### config.mk
export PLATFORM = sky130hd
export DESIGN_NAME = key_event_arbiter
export DESIGN_NICKNAME = d
export VERILOG_FILES = /design/src/rtl/key_event_arbiter.sv
export SDC_FILE = /design/constraint.sdc
export NUM_CORES = 1
export LEC_CHECK = 0
export CAP_MARGIN = 20
export CORE_ASPECT_RATIO = 0.5
export CORE_MARGIN = 2
export CORE_UTILIZATION = 58
export DETAILED_ROUTE_END_ITERATION = 12
export PLACE_DENSITY = 0.94
export SYNTH_ARGS = -nofsm -noshare
export SYNTH_HDL_FRONTEND = slang
export SYNTH_SLANG_ARGS = --single-unit
### constraint.sdc
create_clock -name clk -period 4.9 [get_ports clk]
set_input_delay 0.49 -clock clk [delete_from_list [all_inputs] [get_ports clk]]
set_output_delay 0.49 -clock clk [all_outputs]
set_load 0.01 [all_outputs]
### src/rtl/key_event_arbiter.sv
// key_event_arbiter: round-robin queues the four button pulses into a small FIFO and
// issues them one at a time as single-cycle key pulses, spaced by GAP and stalled by hold.
module key_event_arbiter #(
    parameter int unsigned DEPTH = 4,
    parameter int unsigned GAP   = 8
) (
    input  logic                     clk,
    input  logic                     rst,
    input  logic [3:0]               btn_pulse,
    input  logic                     hold,
    output logic [3:0]               key_out,
    output logic [1:0]               key_code,
    output logic [$clog2(DEPTH):0]   fifo_count,
    output logic                     overflow,
    output logic                     busy
);

    localparam int unsigned AW = $clog2(DEPTH);
    localparam int unsigned CW = AW + 1;
    // Wide enough to hold GAP-1; at least one bit so GAP=1 still elaborates.
    localparam int unsigned GW = (GAP > 1) ? $clog2(GAP) : 1;

    logic [3:0]    pend_q, pend_d;
    logic [1:0]    rr_q, rr_d;
    logic [AW-1:0] wptr_q, wptr_d;
    logic [AW-1:0] rptr_q, rptr_d;
    logic [CW-1:0] count_q, count_d;
    logic [GW-1:0] gap_q, gap_d;
    logic          overflow_q, overflow_d;
    logic [3:0]    key_out_q, key_out_d;
    logic [1:0]    key_code_q, key_code_d;
    logic [1:0]    mem_q [DEPTH];

    logic [3:0] req;
    logic [1:0] cand;
    logic [1:0] grant_idx;
    logic       grant_hit;
    logic       push;
    logic       pop;
    logic [1:0] head;

    // Round-robin search of the combined request starting at rr.
    always_comb begin
        req       = pend_q | btn_pulse;
        grant_hit = 1'b0;
        grant_idx = 2'd0;
        cand      = 2'd0;
        for (int i = 0; i < 4; i++) begin
            cand = rr_q + 2'(i);
            if (!grant_hit && req[cand]) begin
                grant_hit = 1'b1;
                grant_idx = cand;
            end
        end
    end

    // Push/pop decisions and next-state for all control registers.
    always_comb begin
        // Registered count only: a same-cycle pop never frees a slot for this write.
        push = grant_hit && (count_q < CW'(DEPTH));
        pop  = (count_q != '0) && !hold && (gap_q == '0);
        head = mem_q[rptr_q];

        pend_d     = push ? (req & ~(4'b0001 << grant_idx)) : req;
        rr_d       = push ? (grant_idx + 2'd1) : rr_q;
        wptr_d     = push ? (wptr_q + AW'(1)) : wptr_q;
        rptr_d     = pop ? (rptr_q + AW'(1)) : rptr_q;
        overflow_d = overflow_q | (|(btn_pulse & pend_q));

        count_d = count_q;
        if (push && !pop) begin
            count_d = count_q + CW'(1);
        end else if (pop && !push) begin
            count_d = count_q - CW'(1);
        end

        gap_d = gap_q;
        if (pop) begin
            gap_d = GW'(GAP - 1);
        end else if (gap_q != '0) begin
            gap_d = gap_q - GW'(1);
        end

        key_out_d  = pop ? (4'b0001 << head) : 4'b0000;
        key_code_d = pop ? head : 2'd0;
    end

    // Control state with synchronous reset.
    always_ff @(posedge clk) begin
        if (rst) begin
            pend_q     <= '0;
            rr_q       <= '0;
            wptr_q     <= '0;
            rptr_q     <= '0;
            count_q    <= '0;
            gap_q      <= '0;
            overflow_q <= 1'b0;
            key_out_q  <= '0;
            key_code_q <= '0;
        end else begin
            pend_q     <= pend_d;
            rr_q       <= rr_d;
            wptr_q     <= wptr_d;
            rptr_q     <= rptr_d;
            count_q    <= count_d;
            gap_q      <= gap_d;
            overflow_q <= overflow_d;
            key_out_q  <= key_out_d;
            key_code_q <= key_code_d;
        end
    end

    // FIFO storage; contents are don't-care until written, so no reset.
    always_ff @(posedge clk) begin
        if (push) begin
            mem_q[wptr_q] <= grant_idx;
        end
    end

    assign key_out    = key_out_q;
    assign key_code   = key_code_q;
    assign fifo_count = count_q;
    assign overflow   = overflow_q;
    assign busy       = (pend_q != '0) || (count_q != '0) || (gap_q != '0);

endmodule

==> results of run 1 <==
worst paths after layout:
path,start,end,slack [ps],cells past startpoint
min reg2reg,gap_q[0],gap_q[0],470,1
min,gap_q[0],gap_q[0],470,1
max,btn_pulse[0],fifo_count[2],2260,9
max reg2reg,gap_q[0],fifo_count[2],2420,10
state kept, by name (all words and copies together), names as in the netlist, named ones only:
register	flops
rr_q	2
wptr_q	2
overflow	1
rptr_q	2
pend_q	4
key_code	2
fifo_count	3
gap_q	3
mem_q	8
key_out	4
cells in the mapped netlist (all sizes together) (2+ instances only):
cell type,count
a211oi,3
a21o,2
a21oi,5
and2,5
and2b,2
buf,3
dfxtp,25
edfxtp,8
ha,11
inv,7
mux2i,4
mux4,2
nand2,2
nand2b,2
nor2,18
nor2b,6
nor3,7
nor3b,2
nor4,2
o21ai,2
o32ai,2
or3,2
xnor2,2
xor2,3
per-stage QoR:
stage                     total power, mW  utilization (%)
after global routing                1.113            70.91
after detailed placement           0.8491            67.65
final                               1.041            70.91
after floorplan                    0.7322                -
after global placement             0.8170            67.65
after CTS                           1.045            70.91
power by group:
| group | total [mW] | switching, mW | internal [mW] |
|---|---|---|---|
| combinational | 0.408 | 0.212 | 0.196 |
| clock | 0.194 | 0.0954 | 0.0983 |
| sequential | 0.439 | 0.0666 | 0.372 |
metal layers:
| metal | part of all wire (%) | up-vias | wire [microns] |
|---|---|---|---|
| met4 | 1.8 | 0 | 50 |
| met1 | 44 | 505 | 1185 |
| met2 | 49 | 33 | 1326 |
| li1 | - | 514 | - |
| met3 | 5.7 | 9 | 156 |
| met5 | 0 | - | 0 |
kinds of logic after synthesis:
family | synth area share (%)
fa+ha+maj | 10.37
buf+inv | 3.045
simple gates | 20.33
xor+xnor | 2.881
compound gates | 9.053
mux | 5.597
flops | 48.72
worst register-to-register path: stages (launching register included):
cell	delay (ps)
sky130_fd_sc_hd__dfxtp_1	350
sky130_fd_sc_hd__inv_1	70
sky130_fd_sc_hd__ha_1	250
sky130_fd_sc_hd__and2b_1	230
sky130_fd_sc_hd__nand3_2	180
sky130_fd_sc_hd__ha_1	230
sky130_fd_sc_hd__inv_1	60
sky130_fd_sc_hd__fa_1	370
sky130_fd_sc_hd__xor2_1	180
sky130_fd_sc_hd__or3_1	320
sky130_fd_sc_hd__a21oi_1	160
area by class of cell:
| class | instances | area [sq um] | share of cell area, % |
|---|---|---|---|
| clock buffers | 6 | 72.57 | 4.033 |
| inverters | 7 | 26.28 | 1.460 |
| multi-input cells | 92 | 733.2 | 40.75 |
| repair buffers | 17 | 170.2 | 9.458 |
| well taps | 37 | 46.29 | 2.573 |
| flip-flops and latches | 33 | 740.7 | 41.17 |
| clock inverters | 2 | 10.01 | 0.5563 |
==> metrics.txt, run 1 <==
# TYPE chip_impl_metric gauge
chip_impl_metric{name="cp_data_required_time",unit="ps"} 5090
chip_impl_metric{name="max_cap_violations",unit=""} 0
chip_impl_metric{name="fin_ws",unit="ps"} 2265
chip_impl_metric{name="first_global_vias",unit=""} 1008
chip_impl_metric{name="post-place-ws",unit="ps"} 2004
chip_impl_metric{name="antenna_found_initial",unit=""} 0
chip_impl_metric{name="areaGrowthSynthToFinish",unit="%"} 18.35
chip_impl_metric{name="fmaxAchievable",unit="GHz"} 0.3794
chip_impl_metric{name="p_per_area",unit="nW/um^2"} 578.5
chip_impl_metric{name="final_cells",unit=""} 194
chip_impl_metric{name="avgRoutedWirePerCell",unit="microns"} 14.01
chip_impl_info{name="outcome",value="completed"} 1
chip_impl_metric{name="fillCellCount",unit=""} 175
chip_impl_info{name="timing.critical_path.cells",value="clkdlybuf4s50_1, nor2_1, a31oi_4, ha_1, inv_1, fa_1, xor2_1, or3_1, a21oi_1"} 1
chip_impl_metric{name="drive_gt1_share",unit="%"} 10.19
chip_impl_metric{name="dieArea",unit="sq um"} 3071
chip_impl_info{name="synth_flop_cell",value="sky130_fd_sc_hd__dfxtp_1"} 1
chip_impl_metric{name="fin_area",unit="sq um"} 1799
chip_impl_metric{name="worst_slew_margin_rel",unit="%"} 41.80
chip_impl_metric{name="grt_use_total",unit="%"} 19.47
chip_impl_metric{name="final.period_utilization",unit="%"} 53.78
chip_impl_info{name="cp_top_family",value="adder cells"} 1
chip_impl_metric{name="numPortBuffers",unit=""} 17
chip_impl_metric{name="grt_pass1_wl",unit="microns"} 4374
chip_impl_metric{name="start_util",unit="%"} 59.91
chip_impl_metric{name="clock_sink_count",unit=""} 33
chip_impl_metric{name="dr_total_vias",unit=""} 1061
chip_impl_metric{name="setup-tns-final",unit="ps"} 0
chip_impl_metric{name="fp.dieW",unit="microns"} 76.40
chip_impl_metric{name="path_clk_slew",unit="ps"} 70
chip_impl_info{name="rsz_0062_raised_after_global_routing",value="no"} 1
chip_impl_metric{name="async_set_reset_flop_share_out_of_synthesis",unit="%"} 0
chip_impl_metric{name="final-setup-viol-count",unit=""} 0
chip_impl_metric{name="post_synth_num_cell_types",unit=""} 38
chip_impl_metric{name="detailedRoute.firstPassIterationCount",unit=""} 4
chip_impl_metric{name="yosysSeqAreaShare",unit="%"} 48.72
chip_impl_metric{name="gp_congestion",unit=""} 0.8156
chip_impl_metric{name="detail-route-antenna-nets",unit=""} 0
chip_impl_metric{name="wirelength",unit="microns"} 2718
chip_impl_metric{name="synthesis.instances",unit=""} 135
chip_impl_metric{name="cts_resized",unit=""} 0
chip_impl_metric{name="postCtsHoldBufs",unit=""} 0
chip_impl_info{name="commonest_cells_after_routing_fill_and_taps_aside",value="25 x sky130_fd_sc_hd__dfxtp_1, 18 x sky130_fd_sc_hd__nor2_1, 17 x sky130_fd_sc_hd__clkdlybuf4s50_1, 11 x sky130_fd_sc_hd__ha_1, 8 x sky130_fd_sc_hd__edfxtp_1"} 1
chip_impl_metric{name="cts_buffers",unit=""} 5
chip_impl_metric{name="dp.cells",unit=""} 186
chip_impl_metric{name="critical_path_buf_inv_count",unit=""} 2
chip_impl_metric{name="setup_fix_buffers_added_after_clock_tree_synthesis",unit=""} 0
chip_impl_metric{name="synth.avg_cell_area",unit="sq um"} 11.26
chip_impl_metric{name="grt_use_met1",unit="%"} 21.00
chip_impl_metric{name="worstMarginPinSlew",unit="ps"} 870.2
chip_impl_info{name="cpMaxStageDelayCell",value="sky130_fd_sc_hd__clkdlybuf4s50_1"} 1
chip_impl_metric{name="fp.coreArea",unit="sq um"} 2537
chip_impl_metric{name="worst_hold_slack",unit="ps"} 472.3
chip_impl_info{name="cts_tree",value="done"} 1
chip_impl_info{name="end_kind",value="flop"} 1
chip_impl_metric{name="mappedNetlistNets",unit=""} 154
chip_impl_metric{name="ioPinCount",unit=""} 18
chip_impl_metric{name="pin_count_of_the_biggest_net_entering_global_routing",unit=""} 22
chip_impl_metric{name="detailed_place_hpwl",unit="microns"} 2029
chip_impl_metric{name="antenna-diode-count",unit=""} 0
chip_impl_info{name="cts.root.buffer_cell",value="sky130_fd_sc_hd__clkbuf_8"} 1
chip_impl_metric{name="max-vdd-ir-drop",unit="mV"} 0.2768
chip_impl_metric{name="drt_iter0_markers",unit=""} 73
chip_impl_metric{name="worst_ep_arrival_time",unit="ps"} 2830
chip_impl_metric{name="clockBufferDepth",unit=""} 2
chip_impl_info{name="most_common_cell_after_layout_fill_and_taps_aside",value="sky130_fd_sc_hd__dfxtp_1"} 1
chip_impl_metric{name="placement_rows",unit=""} 13
chip_impl_metric{name="post_drt_via_cell_ratio",unit=""} 5.469
chip_impl_info{name="critical_path_class",value="in2reg"} 1
chip_impl_metric{name="power_leakage",unit="nW"} 0.7169
chip_impl_metric{name="num-nets-final",unit=""} 175
chip_impl_info{name="cp-start-kind",value="input pin"} 1
chip_impl_metric{name="htreeDepth",unit=""} 2
chip_impl_metric{name="placed_cell_area",unit="sq um"} 1717
chip_impl_info{name="worstHoldPathType",value="reg2reg"} 1
chip_impl_metric{name="period_minus_slack",unit="ps"} 2635
chip_impl_metric{name="drc",unit=""} 0
chip_impl_metric{name="number_of_storage_elements_in_the_synthesis_netlist",unit=""} 33
chip_impl_metric{name="critical-path-max-stage-delay",unit="ps"} 510
chip_impl_info{name="busiest_metal_layer_after_global_routing",value="met2"} 1
chip_impl_metric{name="clock_latency",unit="ps"} 280
chip_impl_metric{name="critical_path_peak_fanout",unit=""} 9
chip_impl_metric{name="share_of_the_synthesized_area_in_the_top_cell_type",unit="%"} 32.92
chip_impl_metric{name="synth_edf_count",unit=""} 8
chip_impl_metric{name="met3_usage",unit="%"} 6.982
chip_impl_metric{name="grt-ovfl-total",unit=""} 0
chip_impl_metric{name="finClkSkew",unit="ps"} 5.046
chip_impl_info{name="yosys.area.top_type",value="sky130_fd_sc_hd__dfxtp_1"} 1
chip_impl_metric{name="met2_global_route_usage",unit="%"} 36.73
chip_impl_metric{name="timing_hold_violations_final",unit=""} 0
chip_impl_metric{name="synth_warnings",unit=""} 0
chip_impl_metric{name="finalMaxSlewViolations",unit=""} 0
chip_impl_info{name="synth_area_leaders",value="sky130_fd_sc_hd__dfxtp_1 33%, sky130_fd_sc_hd__edfxtp_1 16%, sky130_fd_sc_hd__ha_1 9.1%, sky130_fd_sc_hd__nor2_1 4.4%, sky130_fd_sc_hd__mux4_2 3.0%"} 1
chip_impl_metric{name="mappedNetlistArea",unit="sq um"} 1520
chip_impl_metric{name="die_h",unit="microns"} 40.20
Note: power is estimated with default switching activity, not from simulation.
==> run 2, diff against run 1 <==
CORE_UTILIZATION = 54   (was 58)
PLACE_DENSITY = 0.89   (was 0.94)
clock period = 2.73 ns   (was 4.9 ns; I/O delays follow)
==> metrics.txt, run 2 (synthesis results as in run 1) <==
# TYPE chip_impl_metric gauge
chip_impl_metric{name="htreeDepth",unit=""} 2
chip_impl_metric{name="die_h",unit="microns"} 41.52
chip_impl_metric{name="share_comb_of_total_power",unit="%"} 40.3
chip_impl_metric{name="drt_iter0_markers",unit=""} 58
chip_impl_info{name="rsz_0062_raised_after_global_routing",value="no"} 1
chip_impl_metric{name="num-nets-final",unit=""} 177
chip_impl_metric{name="grt_pass1_wl",unit="microns"} 4767
chip_impl_metric{name="postCtsHoldBufs",unit=""} 0
chip_impl_metric{name="numPortBuffers",unit=""} 17
chip_impl_info{name="outcome",value="completed"} 1
chip_impl_info{name="cp_top_family",value="adder cells"} 1
chip_impl_metric{name="fillCellCount",unit=""} 182
chip_impl_metric{name="largest_register_ffs",unit=""} 8
chip_impl_info{name="critical_path_class",value="reg2reg"} 1
chip_impl_metric{name="drive_gt1_share",unit="%"} 11.32
chip_impl_metric{name="switching_share",unit="%"} 36.34
chip_impl_metric{name="cp_data_required_time",unit="ps"} 2920
chip_impl_metric{name="finalMaxSlewViolations",unit=""} 0
chip_impl_metric{name="fmaxAchievable",unit="GHz"} 0.3974
chip_impl_metric{name="max-vdd-ir-drop",unit="mV"} 0.5048
chip_impl_metric{name="switching_power",unit="uW"} 689.8
chip_impl_metric{name="p_per_area",unit="nW/um^2"} 1046
chip_impl_info{name="end_kind",value="flop"} 1
chip_impl_metric{name="dr_total_vias",unit=""} 1098
chip_impl_metric{name="worst_slew_margin_rel",unit="%"} 41.27
chip_impl_info{name="cp-start-kind",value="flop"} 1
chip_impl_metric{name="period_minus_slack",unit="ps"} 2516
chip_impl_metric{name="final-setup-viol-count",unit=""} 0
chip_impl_metric{name="clock_sink_count",unit=""} 33
chip_impl_metric{name="cts_buffers",unit=""} 5
chip_impl_metric{name="post_drt_via_cell_ratio",unit=""} 5.602
chip_impl_metric{name="detail-route-antenna-nets",unit=""} 0
chip_impl_info{name="worstHoldPathType",value="reg2reg"} 1
chip_impl_metric{name="clockBufferDepth",unit=""} 2
chip_impl_metric{name="avgRoutedWirePerCell",unit="microns"} 14.67
chip_impl_metric{name="power_report.internal_total",unit="mW"} 1.208
chip_impl_metric{name="ioPinCount",unit=""} 18
chip_impl_metric{name="path_clk_slew",unit="ps"} 70
chip_impl_metric{name="critical_path_buf_inv_count",unit=""} 2
chip_impl_metric{name="placement_rows",unit=""} 13
chip_impl_metric{name="detailed_place_hpwl",unit="microns"} 2166
chip_impl_metric{name="antenna_found_initial",unit=""} 0
chip_impl_metric{name="pin_count_of_the_biggest_net_entering_global_routing",unit=""} 22
chip_impl_metric{name="setup-tns-final",unit="ps"} 0
chip_impl_metric{name="setup_fix_buffers_added_after_clock_tree_synthesis",unit=""} 0
chip_impl_metric{name="fp.dieW",unit="microns"} 79.04
chip_impl_metric{name="antenna-diode-count",unit=""} 0
chip_impl_metric{name="pwr-share-seq",unit="%"} 41.4
chip_impl_metric{name="areaGrowthSynthToFinish",unit="%"} 19.34
chip_impl_metric{name="first_global_vias",unit=""} 1079
chip_impl_metric{name="critical_path_peak_fanout",unit=""} 5
chip_impl_metric{name="final_core_util",unit="%"} 68.85
chip_impl_info{name="cts_tree",value="done"} 1
chip_impl_metric{name="regToRegSetupSlack",unit="ps"} 210
chip_impl_metric{name="power_leakage",unit="nW"} 0.7265
chip_impl_metric{name="worst_ep_arrival_time",unit="ps"} 2700
chip_impl_info{name="cpMaxStageDelayCell",value="sky130_fd_sc_hd__fa_1"} 1
chip_impl_metric{name="cts_resized",unit=""} 0
chip_impl_info{name="regMostFlops",value="mem_q"} 1
chip_impl_info{name="commonest_cells_after_routing_fill_and_taps_aside",value="25 x sky130_fd_sc_hd__dfxtp_1, 18 x sky130_fd_sc_hd__nor2_1, 17 x sky130_fd_sc_hd__clkdlybuf4s50_1, 11 x sky130_fd_sc_hd__ha_1, 8 x sky130_fd_sc_hd__edfxtp_1"} 1
chip_impl_metric{name="finClkSkew",unit="ps"} 4.206
chip_impl_info{name="most_common_cell_after_layout_fill_and_taps_aside",value="sky130_fd_sc_hd__dfxtp_1"} 1
chip_impl_info{name="cts.root.buffer_cell",value="sky130_fd_sc_hd__clkbuf_8"} 1
chip_impl_metric{name="final.period_utilization",unit="%"} 92.17
chip_impl_metric{name="critical-path-max-stage-delay",unit="ps"} 370
chip_impl_metric{name="power.clock.fraction",unit="%"} 18.3
chip_impl_metric{name="start_util",unit="%"} 57.69
chip_impl_metric{name="timing_hold_violations_final",unit=""} 0
chip_impl_metric{name="grt-ovfl-total",unit=""} 0
chip_impl_metric{name="grt_use_total",unit="%"} 19.42
chip_impl_metric{name="clock_latency",unit="ps"} 280
chip_impl_metric{name="worstMarginPinSlew",unit="ps"} 878.2
chip_impl_info{name="timing.critical_path.cells",value="inv_1, ha_1, and2b_1, nand3_2, ha_1, inv_1, fa_1, xor2_1, or3_1, a21oi_1"} 1
chip_impl_metric{name="max_cap_violations",unit=""} 0
chip_impl_metric{name="gp_congestion",unit=""} 0.8061
chip_impl_metric{name="fp.coreArea",unit="sq um"} 2635
chip_impl_metric{name="dieArea",unit="sq um"} 3282
chip_impl_metric{name="detailedRoute.firstPassIterationCount",unit=""} 4
chip_impl_metric{name="wirelength",unit="microns"} 2876
chip_impl_metric{name="drc",unit=""} 0
-- run 2: changes by cell type in the layout (fill, tap and decap cells not counted), sizes merged --
cell / before / now
buf: 0 / 2
-- run 2: power groups by stage --
stage / registers [mW] / clock network, mW / logic [mW]
floorplan: 0.772 / 0 / 0.542
CTS: 0.782 / 0.351 / 0.767
detailed placement: 0.792 / 0 / 0.763
global route: 0.801 / 0.373 / 0.849
global placement: 0.779 / 0 / 0.705
finish: 0.785 / 0.347 / 0.765
-- run 2: worst paths after layout --
check           start       endpoint  cells after the start
max          gap_q[0]  fifo_count[2]                     10
min          gap_q[2]       gap_q[2]                      1
max reg2reg  gap_q[0]  fifo_count[2]                     10
min reg2reg  gap_q[2]       gap_q[2]                      1
-- run 2: worst reg2reg max path, stage by stage (launching register included) --
cell and delay (ps):
sky130_fd_sc_hd__dfxtp_1 360, sky130_fd_sc_hd__inv_1 80, sky130_fd_sc_hd__ha_1 230, sky130_fd_sc_hd__and2b_1 220, sky130_fd_sc_hd__nand3_2 180, sky130_fd_sc_hd__ha_1 220, sky130_fd_sc_hd__inv_1 60, sky130_fd_sc_hd__fa_1 370
sky130_fd_sc_hd__xor2_1 190, sky130_fd_sc_hd__or3_1 330, sky130_fd_sc_hd__a21oi_1 180
-- run 2: metal layers --
| layer | track usage (%) | vias to the layer above | share of wire (%) | wire length, microns |
|---|---|---|---|---|
| li1 | - | 521 | - | - |
| met1 | 22.77 | 531 | 43 | 1228 |
| met2 | 32.37 | 39 | 50 | 1428 |
| met3 | 6.957 | 7 | 6.0 | 172 |
| met4 | 8.621 | 0 | 1.6 | 46 |
| met5 | 0 | - | 0 | 0 |
-- run 2: area by class of cell --
cell class / instances / area, sq um / area share (%)
sequential: 33 / 740.7 / 40.83
multi-input combinational: 92 / 733.2 / 40.41
timing repair buffer: 19 / 185.2 / 10.21
clock buffer: 6 / 72.57 / 4.000
tap: 37 / 46.29 / 2.552
inverter: 7 / 26.28 / 1.448
clock inverter: 2 / 10.01 / 0.5517
-- run 2: per-stage QoR --
step                area (sq um)  power [mW]  hold WS, ps  setup slack, ps  instances
floorplan                   1520       1.314        347.4            528.5        135
global placement            1732       1.484        466.0            367.3        188
detailed placement          1732       1.555        478.0            211.0        188
CTS                         1814       1.900        487.4            229.8        196
global route                1814       2.023        534.6            75.51        196
finish                      1814       1.898        494.0            213.8        196
